<file path="config.mk">
export PLATFORM = sky130hd
export DESIGN_NAME = sc_statemachine_lost_lives_flat
export DESIGN_NICKNAME = d
export VERILOG_FILES = /design/src/rtl/sc_statemachine_lost_lives_if.sv /design/src/rtl/sc_statemachine_lost_lives.sv /design/src/flat_wrapper.sv
export SDC_FILE = /design/constraint.sdc
export NUM_CORES = 1
export LEC_CHECK = 0
export BUFFER_PORTS_ARGS = -buffer_cell sky130_fd_sc_hd__buf_2
export CAP_MARGIN = 20
export CORE_MARGIN = 5
export CORE_UTILIZATION = 51
export CTS_BUF_LIST = sky130_fd_sc_hd__clkbuf_4 sky130_fd_sc_hd__clkbuf_8
export DETAILED_ROUTE_END_ITERATION = 16
export GPL_TIMING_DRIVEN = 1
export PLACE_DENSITY = 0.7
export SKIP_LAST_GASP = 1
export SYNTH_ARGS = -nofsm -noshare
export SYNTH_HDL_FRONTEND = slang
export SYNTH_SLANG_ARGS = --single-unit
</file>
<file path="constraint.sdc">
create_clock -name SC_STATEMACHINE_LOST_LIVES_CLOCK_50 -period 3.3 [get_ports SC_STATEMACHINE_LOST_LIVES_CLOCK_50]
set_input_delay 0.165 -clock SC_STATEMACHINE_LOST_LIVES_CLOCK_50 [delete_from_list [all_inputs] [get_ports SC_STATEMACHINE_LOST_LIVES_CLOCK_50]]
set_output_delay 0.165 -clock SC_STATEMACHINE_LOST_LIVES_CLOCK_50 [all_outputs]
set_load 0.005 [all_outputs]
</file>
<file path="src/rtl/sc_statemachine_lost_lives_if.sv">
// Signal bundle between the player collision comparator / start button and the
// lives state machine; the state machine sits on the slave side.
interface sc_statemachine_lost_lives_if #(
    parameter int LIVESWIDTH = 2
);
    logic                  SC_STATEMACHINE_LOST_LIVES_start_InLow;
    logic                  SC_STATEMACHINE_LOST_LIVES_lost_InLow;
    logic [LIVESWIDTH-1:0] SC_STATEMACHINE_LOST_LIVES_lives_OutBUS;
    logic                  SC_STATEMACHINE_LOST_LIVES_playing_Out;
    logic                  SC_STATEMACHINE_LOST_LIVES_hit_Out;
    logic                  SC_STATEMACHINE_LOST_LIVES_gameover_Out;
    logic                  SC_STATEMACHINE_LOST_LIVES_load_Out;

    modport master (
        output SC_STATEMACHINE_LOST_LIVES_start_InLow,
        output SC_STATEMACHINE_LOST_LIVES_lost_InLow,
        input  SC_STATEMACHINE_LOST_LIVES_lives_OutBUS,
        input  SC_STATEMACHINE_LOST_LIVES_playing_Out,
        input  SC_STATEMACHINE_LOST_LIVES_hit_Out,
        input  SC_STATEMACHINE_LOST_LIVES_gameover_Out,
        input  SC_STATEMACHINE_LOST_LIVES_load_Out
    );

    modport slave (
        input  SC_STATEMACHINE_LOST_LIVES_start_InLow,
        input  SC_STATEMACHINE_LOST_LIVES_lost_InLow,
        output SC_STATEMACHINE_LOST_LIVES_lives_OutBUS,
        output SC_STATEMACHINE_LOST_LIVES_playing_Out,
        output SC_STATEMACHINE_LOST_LIVES_hit_Out,
        output SC_STATEMACHINE_LOST_LIVES_gameover_Out,
        output SC_STATEMACHINE_LOST_LIVES_load_Out
    );
endinterface

</file>
<file path="src/rtl/sc_statemachine_lost_lives.sv">
// Game-control FSM: turns the comparator's active-low collision flag into single
// hits, counts down lives, and drives playing/hit/game-over status plus a restart load pulse.
module sc_statemachine_lost_lives #(
    parameter int LIVESWIDTH      = 2,
    parameter int INIT_LIVES      = 3,
    parameter int HOLDWIDTH       = 8,
    parameter int HIT_HOLD_CYCLES = 16
) (
    input logic                          SC_STATEMACHINE_LOST_LIVES_CLOCK_50,
    input logic                          SC_STATEMACHINE_LOST_LIVES_RESET_InLow,
    sc_statemachine_lost_lives_if.slave  bus
);

    typedef enum logic [1:0] {
        ST_IDLE     = 2'd0,
        ST_PLAY     = 2'd1,
        ST_HIT      = 2'd2,
        ST_GAMEOVER = 2'd3
    } state_t;

    localparam logic [LIVESWIDTH-1:0] LIVES_INIT = LIVESWIDTH'(INIT_LIVES);
    localparam logic [LIVESWIDTH-1:0] LIVES_ONE  = LIVESWIDTH'(1);
    localparam logic [LIVESWIDTH-1:0] LIVES_ZERO = {LIVESWIDTH{1'b0}};
    localparam logic [HOLDWIDTH-1:0]  HOLD_INIT  = HOLDWIDTH'(HIT_HOLD_CYCLES - 1);
    localparam logic [HOLDWIDTH-1:0]  HOLD_ZERO  = {HOLDWIDTH{1'b0}};
    localparam logic [HOLDWIDTH-1:0]  HOLD_ONE   = HOLDWIDTH'(1);

    state_t                state_q,    state_d;
    logic [LIVESWIDTH-1:0] lives_q,    lives_d;
    logic [HOLDWIDTH-1:0]  hold_q,     hold_d;
    logic                  playing_q,  playing_d;
    logic                  hit_q,      hit_d;
    logic                  gameover_q, gameover_d;
    logic                  load_q,     load_d;

    // [0],[1] are the two synchroniser stages, [2] is the previous synchronised value
    logic [2:0]            start_sync_q;
    logic                  start_fall_s;
    logic                  lost_s;

    assign start_fall_s = start_sync_q[2] & ~start_sync_q[1];
    assign lost_s       = ~bus.SC_STATEMACHINE_LOST_LIVES_lost_InLow;

    // Start button synchroniser and falling-edge history
    always_ff @(posedge SC_STATEMACHINE_LOST_LIVES_CLOCK_50 or negedge SC_STATEMACHINE_LOST_LIVES_RESET_InLow) begin
        if (!SC_STATEMACHINE_LOST_LIVES_RESET_InLow) begin
            start_sync_q <= 3'b111;
        end else begin
            start_sync_q <= {start_sync_q[1:0], bus.SC_STATEMACHINE_LOST_LIVES_start_InLow};
        end
    end

    // State, lives, hold counter and registered status outputs
    always_ff @(posedge SC_STATEMACHINE_LOST_LIVES_CLOCK_50 or negedge SC_STATEMACHINE_LOST_LIVES_RESET_InLow) begin
        if (!SC_STATEMACHINE_LOST_LIVES_RESET_InLow) begin
            state_q    <= ST_IDLE;
            lives_q    <= LIVES_ZERO;
            hold_q     <= HOLD_ZERO;
            playing_q  <= 1'b0;
            hit_q      <= 1'b0;
            gameover_q <= 1'b0;
            load_q     <= 1'b0;
        end else begin
            state_q    <= state_d;
            lives_q    <= lives_d;
            hold_q     <= hold_d;
            playing_q  <= playing_d;
            hit_q      <= hit_d;
            gameover_q <= gameover_d;
            load_q     <= load_d;
        end
    end

    // Next-state logic; status outputs are decoded from the next state so they
    // line up with the state register
    always_comb begin
        state_d = state_q;
        lives_d = lives_q;
        hold_d  = hold_q;
        load_d  = 1'b0;

        case (state_q)
            ST_IDLE: begin
                if (start_fall_s) begin
                    state_d = ST_PLAY;
                    lives_d = LIVES_INIT;
                    hold_d  = HOLD_ZERO;
                    load_d  = 1'b1;
                end else begin
                    state_d = ST_IDLE;
                end
            end

            ST_PLAY: begin
                if (lost_s) begin
                    if (lives_q > LIVES_ONE) begin
                        lives_d = lives_q - LIVES_ONE;
                        hold_d  = HOLD_INIT;
                        state_d = ST_HIT;
                    end else begin
                        // last life (or none left): saturate at zero
                        lives_d = LIVES_ZERO;
                        state_d = ST_GAMEOVER;
                    end
                end else begin
                    state_d = ST_PLAY;
                end
            end

            ST_HIT: begin
                if (hold_q != HOLD_ZERO) begin
                    hold_d  = hold_q - HOLD_ONE;
                    state_d = ST_HIT;
                end else if (!lost_s) begin
                    state_d = ST_PLAY;
                end else begin
                    // still overlapping: wait for separation so one overlap costs one life
                    state_d = ST_HIT;
                end
            end

            ST_GAMEOVER: begin
                lives_d = LIVES_ZERO;
                if (start_fall_s) begin
                    state_d = ST_PLAY;
                    lives_d = LIVES_INIT;
                    hold_d  = HOLD_ZERO;
                    load_d  = 1'b1;
                end else begin
                    state_d = ST_GAMEOVER;
                end
            end

            default: begin
                state_d = ST_IDLE;
                lives_d = LIVES_ZERO;
                hold_d  = HOLD_ZERO;
                load_d  = 1'b0;
            end
        endcase

        playing_d  = (state_d == ST_PLAY) || (state_d == ST_HIT);
        hit_d      = (state_d == ST_HIT);
        gameover_d = (state_d == ST_GAMEOVER);
    end

    assign bus.SC_STATEMACHINE_LOST_LIVES_lives_OutBUS = lives_q;
    assign bus.SC_STATEMACHINE_LOST_LIVES_playing_Out  = playing_q;
    assign bus.SC_STATEMACHINE_LOST_LIVES_hit_Out      = hit_q;
    assign bus.SC_STATEMACHINE_LOST_LIVES_gameover_Out = gameover_q;
    assign bus.SC_STATEMACHINE_LOST_LIVES_load_Out     = load_q;

endmodule

</file>
<file path="src/flat_wrapper.sv">
// flat-port wrapper written by rule: the top's interface ports become plain ports
module sc_statemachine_lost_lives_flat 
#(
    parameter int LIVESWIDTH      = 2,
    parameter int INIT_LIVES      = 3,
    parameter int HOLDWIDTH       = 8,
    parameter int HIT_HOLD_CYCLES = 16
)
  (SC_STATEMACHINE_LOST_LIVES_CLOCK_50, SC_STATEMACHINE_LOST_LIVES_RESET_InLow, bus_SC_STATEMACHINE_LOST_LIVES_start_InLow, bus_SC_STATEMACHINE_LOST_LIVES_lost_InLow, bus_SC_STATEMACHINE_LOST_LIVES_lives_OutBUS, bus_SC_STATEMACHINE_LOST_LIVES_playing_Out, bus_SC_STATEMACHINE_LOST_LIVES_hit_Out, bus_SC_STATEMACHINE_LOST_LIVES_gameover_Out, bus_SC_STATEMACHINE_LOST_LIVES_load_Out);
  sc_statemachine_lost_lives_if #(.LIVESWIDTH(LIVESWIDTH)) bus_i ();
  input logic SC_STATEMACHINE_LOST_LIVES_CLOCK_50;
  input logic SC_STATEMACHINE_LOST_LIVES_RESET_InLow;
  input wire logic [$bits(bus_i.SC_STATEMACHINE_LOST_LIVES_start_InLow)-1:0] bus_SC_STATEMACHINE_LOST_LIVES_start_InLow;
  input wire logic [$bits(bus_i.SC_STATEMACHINE_LOST_LIVES_lost_InLow)-1:0] bus_SC_STATEMACHINE_LOST_LIVES_lost_InLow;
  output wire logic [$bits(bus_i.SC_STATEMACHINE_LOST_LIVES_lives_OutBUS)-1:0] bus_SC_STATEMACHINE_LOST_LIVES_lives_OutBUS;
  output wire logic [$bits(bus_i.SC_STATEMACHINE_LOST_LIVES_playing_Out)-1:0] bus_SC_STATEMACHINE_LOST_LIVES_playing_Out;
  output wire logic [$bits(bus_i.SC_STATEMACHINE_LOST_LIVES_hit_Out)-1:0] bus_SC_STATEMACHINE_LOST_LIVES_hit_Out;
  output wire logic [$bits(bus_i.SC_STATEMACHINE_LOST_LIVES_gameover_Out)-1:0] bus_SC_STATEMACHINE_LOST_LIVES_gameover_Out;
  output wire logic [$bits(bus_i.SC_STATEMACHINE_LOST_LIVES_load_Out)-1:0] bus_SC_STATEMACHINE_LOST_LIVES_load_Out;
  assign bus_i.SC_STATEMACHINE_LOST_LIVES_start_InLow = bus_SC_STATEMACHINE_LOST_LIVES_start_InLow;
  assign bus_i.SC_STATEMACHINE_LOST_LIVES_lost_InLow = bus_SC_STATEMACHINE_LOST_LIVES_lost_InLow;
  assign bus_SC_STATEMACHINE_LOST_LIVES_lives_OutBUS = bus_i.SC_STATEMACHINE_LOST_LIVES_lives_OutBUS;
  assign bus_SC_STATEMACHINE_LOST_LIVES_playing_Out = bus_i.SC_STATEMACHINE_LOST_LIVES_playing_Out;
  assign bus_SC_STATEMACHINE_LOST_LIVES_hit_Out = bus_i.SC_STATEMACHINE_LOST_LIVES_hit_Out;
  assign bus_SC_STATEMACHINE_LOST_LIVES_gameover_Out = bus_i.SC_STATEMACHINE_LOST_LIVES_gameover_Out;
  assign bus_SC_STATEMACHINE_LOST_LIVES_load_Out = bus_i.SC_STATEMACHINE_LOST_LIVES_load_Out;
  sc_statemachine_lost_lives #(.LIVESWIDTH(LIVESWIDTH), .INIT_LIVES(INIT_LIVES), .HOLDWIDTH(HOLDWIDTH), .HIT_HOLD_CYCLES(HIT_HOLD_CYCLES)) u_core (.SC_STATEMACHINE_LOST_LIVES_CLOCK_50(SC_STATEMACHINE_LOST_LIVES_CLOCK_50), .SC_STATEMACHINE_LOST_LIVES_RESET_InLow(SC_STATEMACHINE_LOST_LIVES_RESET_InLow), .bus(bus_i));
endmodule
</file>
==> out/summary.txt <==
Htree depth = 1
Top-area cell type share of the netlist area = 37.7%
Vias in the first global route = 811
Port Buffers = 9
Crit end category = register
Synth cell count leaders = dfrtp_1 (16), inv_1 (9), ha_1 (8), nand2b_1 (6), nor2_1 (6)
Die footprint = 0.00310 sq mm
DRC viols = 0
Sequential Area = 479 sq um
CTS tree = built
Syn. warnings = 0
Leading area contributor after synthesis = dfrtp_1
DP Cell Count = 134
Total Neg Setup Slack = 0 ns
Leakage = 0.523 nW
Post-CTS Setup Bufs = 0
Synth area leaders = dfrtp_1 (38%), ha_1 (9.4%), dfstp_2 (7.4%)
Clk sinks = 19
Number of flops mapped to enable cells by yosys = 0
First-pass GRT wire length = 3.73 mm
Hold Crit Class = primary input to register
Cell area after synthesis = 0.00106 sq mm
Total of max-cap violations = 0
Worst Skew = 0.000948 ns
# nets final = 126
CTS resizes = 0
Pin count of the biggest net entering global routing = 20
Antenna Cells = 0
Most frequent cell after synthesis = dfrtp_1
Routed len/inst = 14.8 um
Clock Latency Late Sink = 0.30 ns
Worst-path clk slew = 0.11 ns
Via count = 817
Critical path peak fanout = 5
Min Tclk post-route = 2.28 ns
Fin. Hold Viols = 0
Synthesized Nets = 115
Share of cells above drive strength 1 = 16.8%
Final design utilization = 58.3%
Longest Clk Path Bufs = 2
Post-DRT Antenna Nets = 0
Final Slew Violations = 0
Worst VDD drop = 0.496 mV
Via-per-instance ratio = 5.84
RSZ-0062 raised after global routing = no
Initial DRC Count = 30
Fraction of registers with async set/reset = 100%
Initial antenna violation count = 0
# rows = 16
Die height = 55.6 um
Register area share after synthesis = 45.1%
Worst EP arrival = 2.49 ns
Max Freq = 439 MHz
Worst slew margin = 57.8%
Remaining Overflow, GRT = 0
Synth Register Bits = 19
Num CTS Buffers = 3
Status = finished clean
Area after DPL = 0.00111 sq mm
Worst Max-Slew Pin Slew = 0.629 ns
Endpoints failing setup = 0
Syn_area_per_cell = 10.3 sq um
Worst Path Required = 3.51 ns
Core Region = 0.00198 sq mm
Filler Cell Count = 168
Initial Utilization = 53.6%
Top_reg_cell synth = dfrtp_1
Detailed placer's ending HPWL = 1.44 mm
Mapped Cells = 103
Non-filler cells in the finished layout = 140
WS Path Type = register to register
Unique masters post-synth = 34
Final Wtd Congestion = 0.800
DRT Wirelength = 2.08 mm
Period utilization = 69.1%
Pwr dens = 840 mW/mm^2
Total GRT Usage = 15.1%
# IOs = 10
Fin area = 0.00115 sq mm
Worst Setup Start Kind = register
CTS Root Cell = clkbuf_4
Layout area overhead = 8.72%
Drt first pass iters = 4
Area occupied by multi-input gates = 515 sq um
Die width = 55.6 um
[state kept, by name (all words and copies together), names as in the netlist]
register                                            cells
u_core.bus.SC_STATEMACHINE_LOST_LIVES_gameover_Out      1
u_core.bus.SC_STATEMACHINE_LOST_LIVES_hit_Out           1
u_core.bus.SC_STATEMACHINE_LOST_LIVES_lives_OutBUS      2
u_core.bus.SC_STATEMACHINE_LOST_LIVES_load_Out          1
u_core.bus.SC_STATEMACHINE_LOST_LIVES_playing_Out       1
u_core.hold_q                                           8
u_core.start_sync_q                                     3
u_core.state_q                                          2
[metal layers]
layer  vias up  part of all wire [%]  track usage [%]
met5         -                     0                0
met4         0                   1.7             7.29
met3         4                   3.0             2.32
met2        19                    46             23.3
met1       403                    49             20.4
li1        391                     -                -
[per-stage QoR]
step / worst slack [ns] / power (mW) / hold WS (ns)
final: 1.02 / 0.970 / 0.268
after global routing: 0.828 / 1.06 / 0.266
after CTS: 1.03 / 0.973 / 0.253
after detailed placement: 1.06 / 0.847 / 0.127
after global placement: 1.10 / 0.830 / 0.121
after floorplan: 1.21 / 0.744 / -0.131
[cells by family after synthesis]
| logic type | share of synthesized area (%) |
|---|---|
| AO/OA/AOI/OAI | 19.9 |
| multiplexers | 1.88 |
| adder cells (fa/ha/maj) | 9.42 |
| AND/OR/NAND/NOR | 17.3 |
| flip-flops | 45.1 |
| buffers and inverters | 6.36 |
[area by class of cell]
| class | instances | share of cell area [%] |
|---|---|---|
| multi-input cells | 70 | 44.6 |
| flip-flops and latches | 19 | 41.5 |
| repair buffers | 11 | 5.63 |
| inverters | 9 | 2.93 |
| well taps | 27 | 2.93 |
| clock buffers | 3 | 1.95 |
| clock inverters | 1 | 0.433 |
[power by group]
group          internal [mW]  switching (mW)  total [mW]
registers              0.307          0.0535       0.361
logic                  0.215           0.275       0.489
clock network         0.0452          0.0752       0.120
[worst max-delay path, cell delays in order, from the launching register on]
cell and delay [ns]:
dfrtp_1 0.41, inv_1 0.08, ha_1 0.19, or4b_4 0.50, nor4_1 0.28, nand3_1 0.16, a32o_1 0.26, ha_1 0.27
inv_1 0.03
[layout by cell type, fill, tap and decap left out, drive strengths merged, types with 2 or more instances in the layout]
| master | instances |
|---|---|
| dfrtp | 16 |
| inv | 9 |
| buf | 9 |
| ha | 8 |
| nand2b | 6 |
| nor2 | 6 |
| nand3 | 4 |
| a21oi | 4 |
| o31ai | 4 |
| o21ai | 4 |
| nand2 | 3 |
| o21bai | 3 |
| nor3b | 3 |
| o32ai | 3 |
| nor3 | 3 |
| clkbuf | 3 |
| dfstp | 3 |
| a22o | 2 |
| mux2i | 2 |
| a31oi | 2 |
| dlygate4sd3 | 2 |
[path summary, 6_finish.rpt]
kind                       cells after the start                                                          end                                       from  slack [ns]
hold reg to reg                                0                             u_core.start_sync_q[1]$_DFF_PN1_           u_core.start_sync_q[0]$_DFF_PN1_        0.36
hold / removal                                 3                                  u_core.state_q[1]$_DFF_PN0_  bus_SC_STATEMACHINE_LOST_LIVES_lost_InLow        0.27
min in group asynchronous                      2     u_core.bus.SC_STATEMACHINE_LOST_LIVES_load_Out$_DFF_PN0_     SC_STATEMACHINE_LOST_LIVES_RESET_InLow        0.32
setup / recovery                               8  u_core.bus.SC_STATEMACHINE_LOST_LIVES_playing_Out$_DFF_PN0_               u_core.hold_q[0]$_DFFE_PN0P_        1.02
max in group asynchronous                      2                             u_core.start_sync_q[0]$_DFF_PN1_     SC_STATEMACHINE_LOST_LIVES_RESET_InLow        2.66
setup reg to reg                               8  u_core.bus.SC_STATEMACHINE_LOST_LIVES_playing_Out$_DFF_PN0_               u_core.hold_q[0]$_DFFE_PN0P_        1.02
[repair_timing]
action	4_1_cts	5_1_grt
hold endpoints to repair	17	0
setup endpoints to repair	0	0
hold buffers	2	0
(Power assumes the default switching activity.)
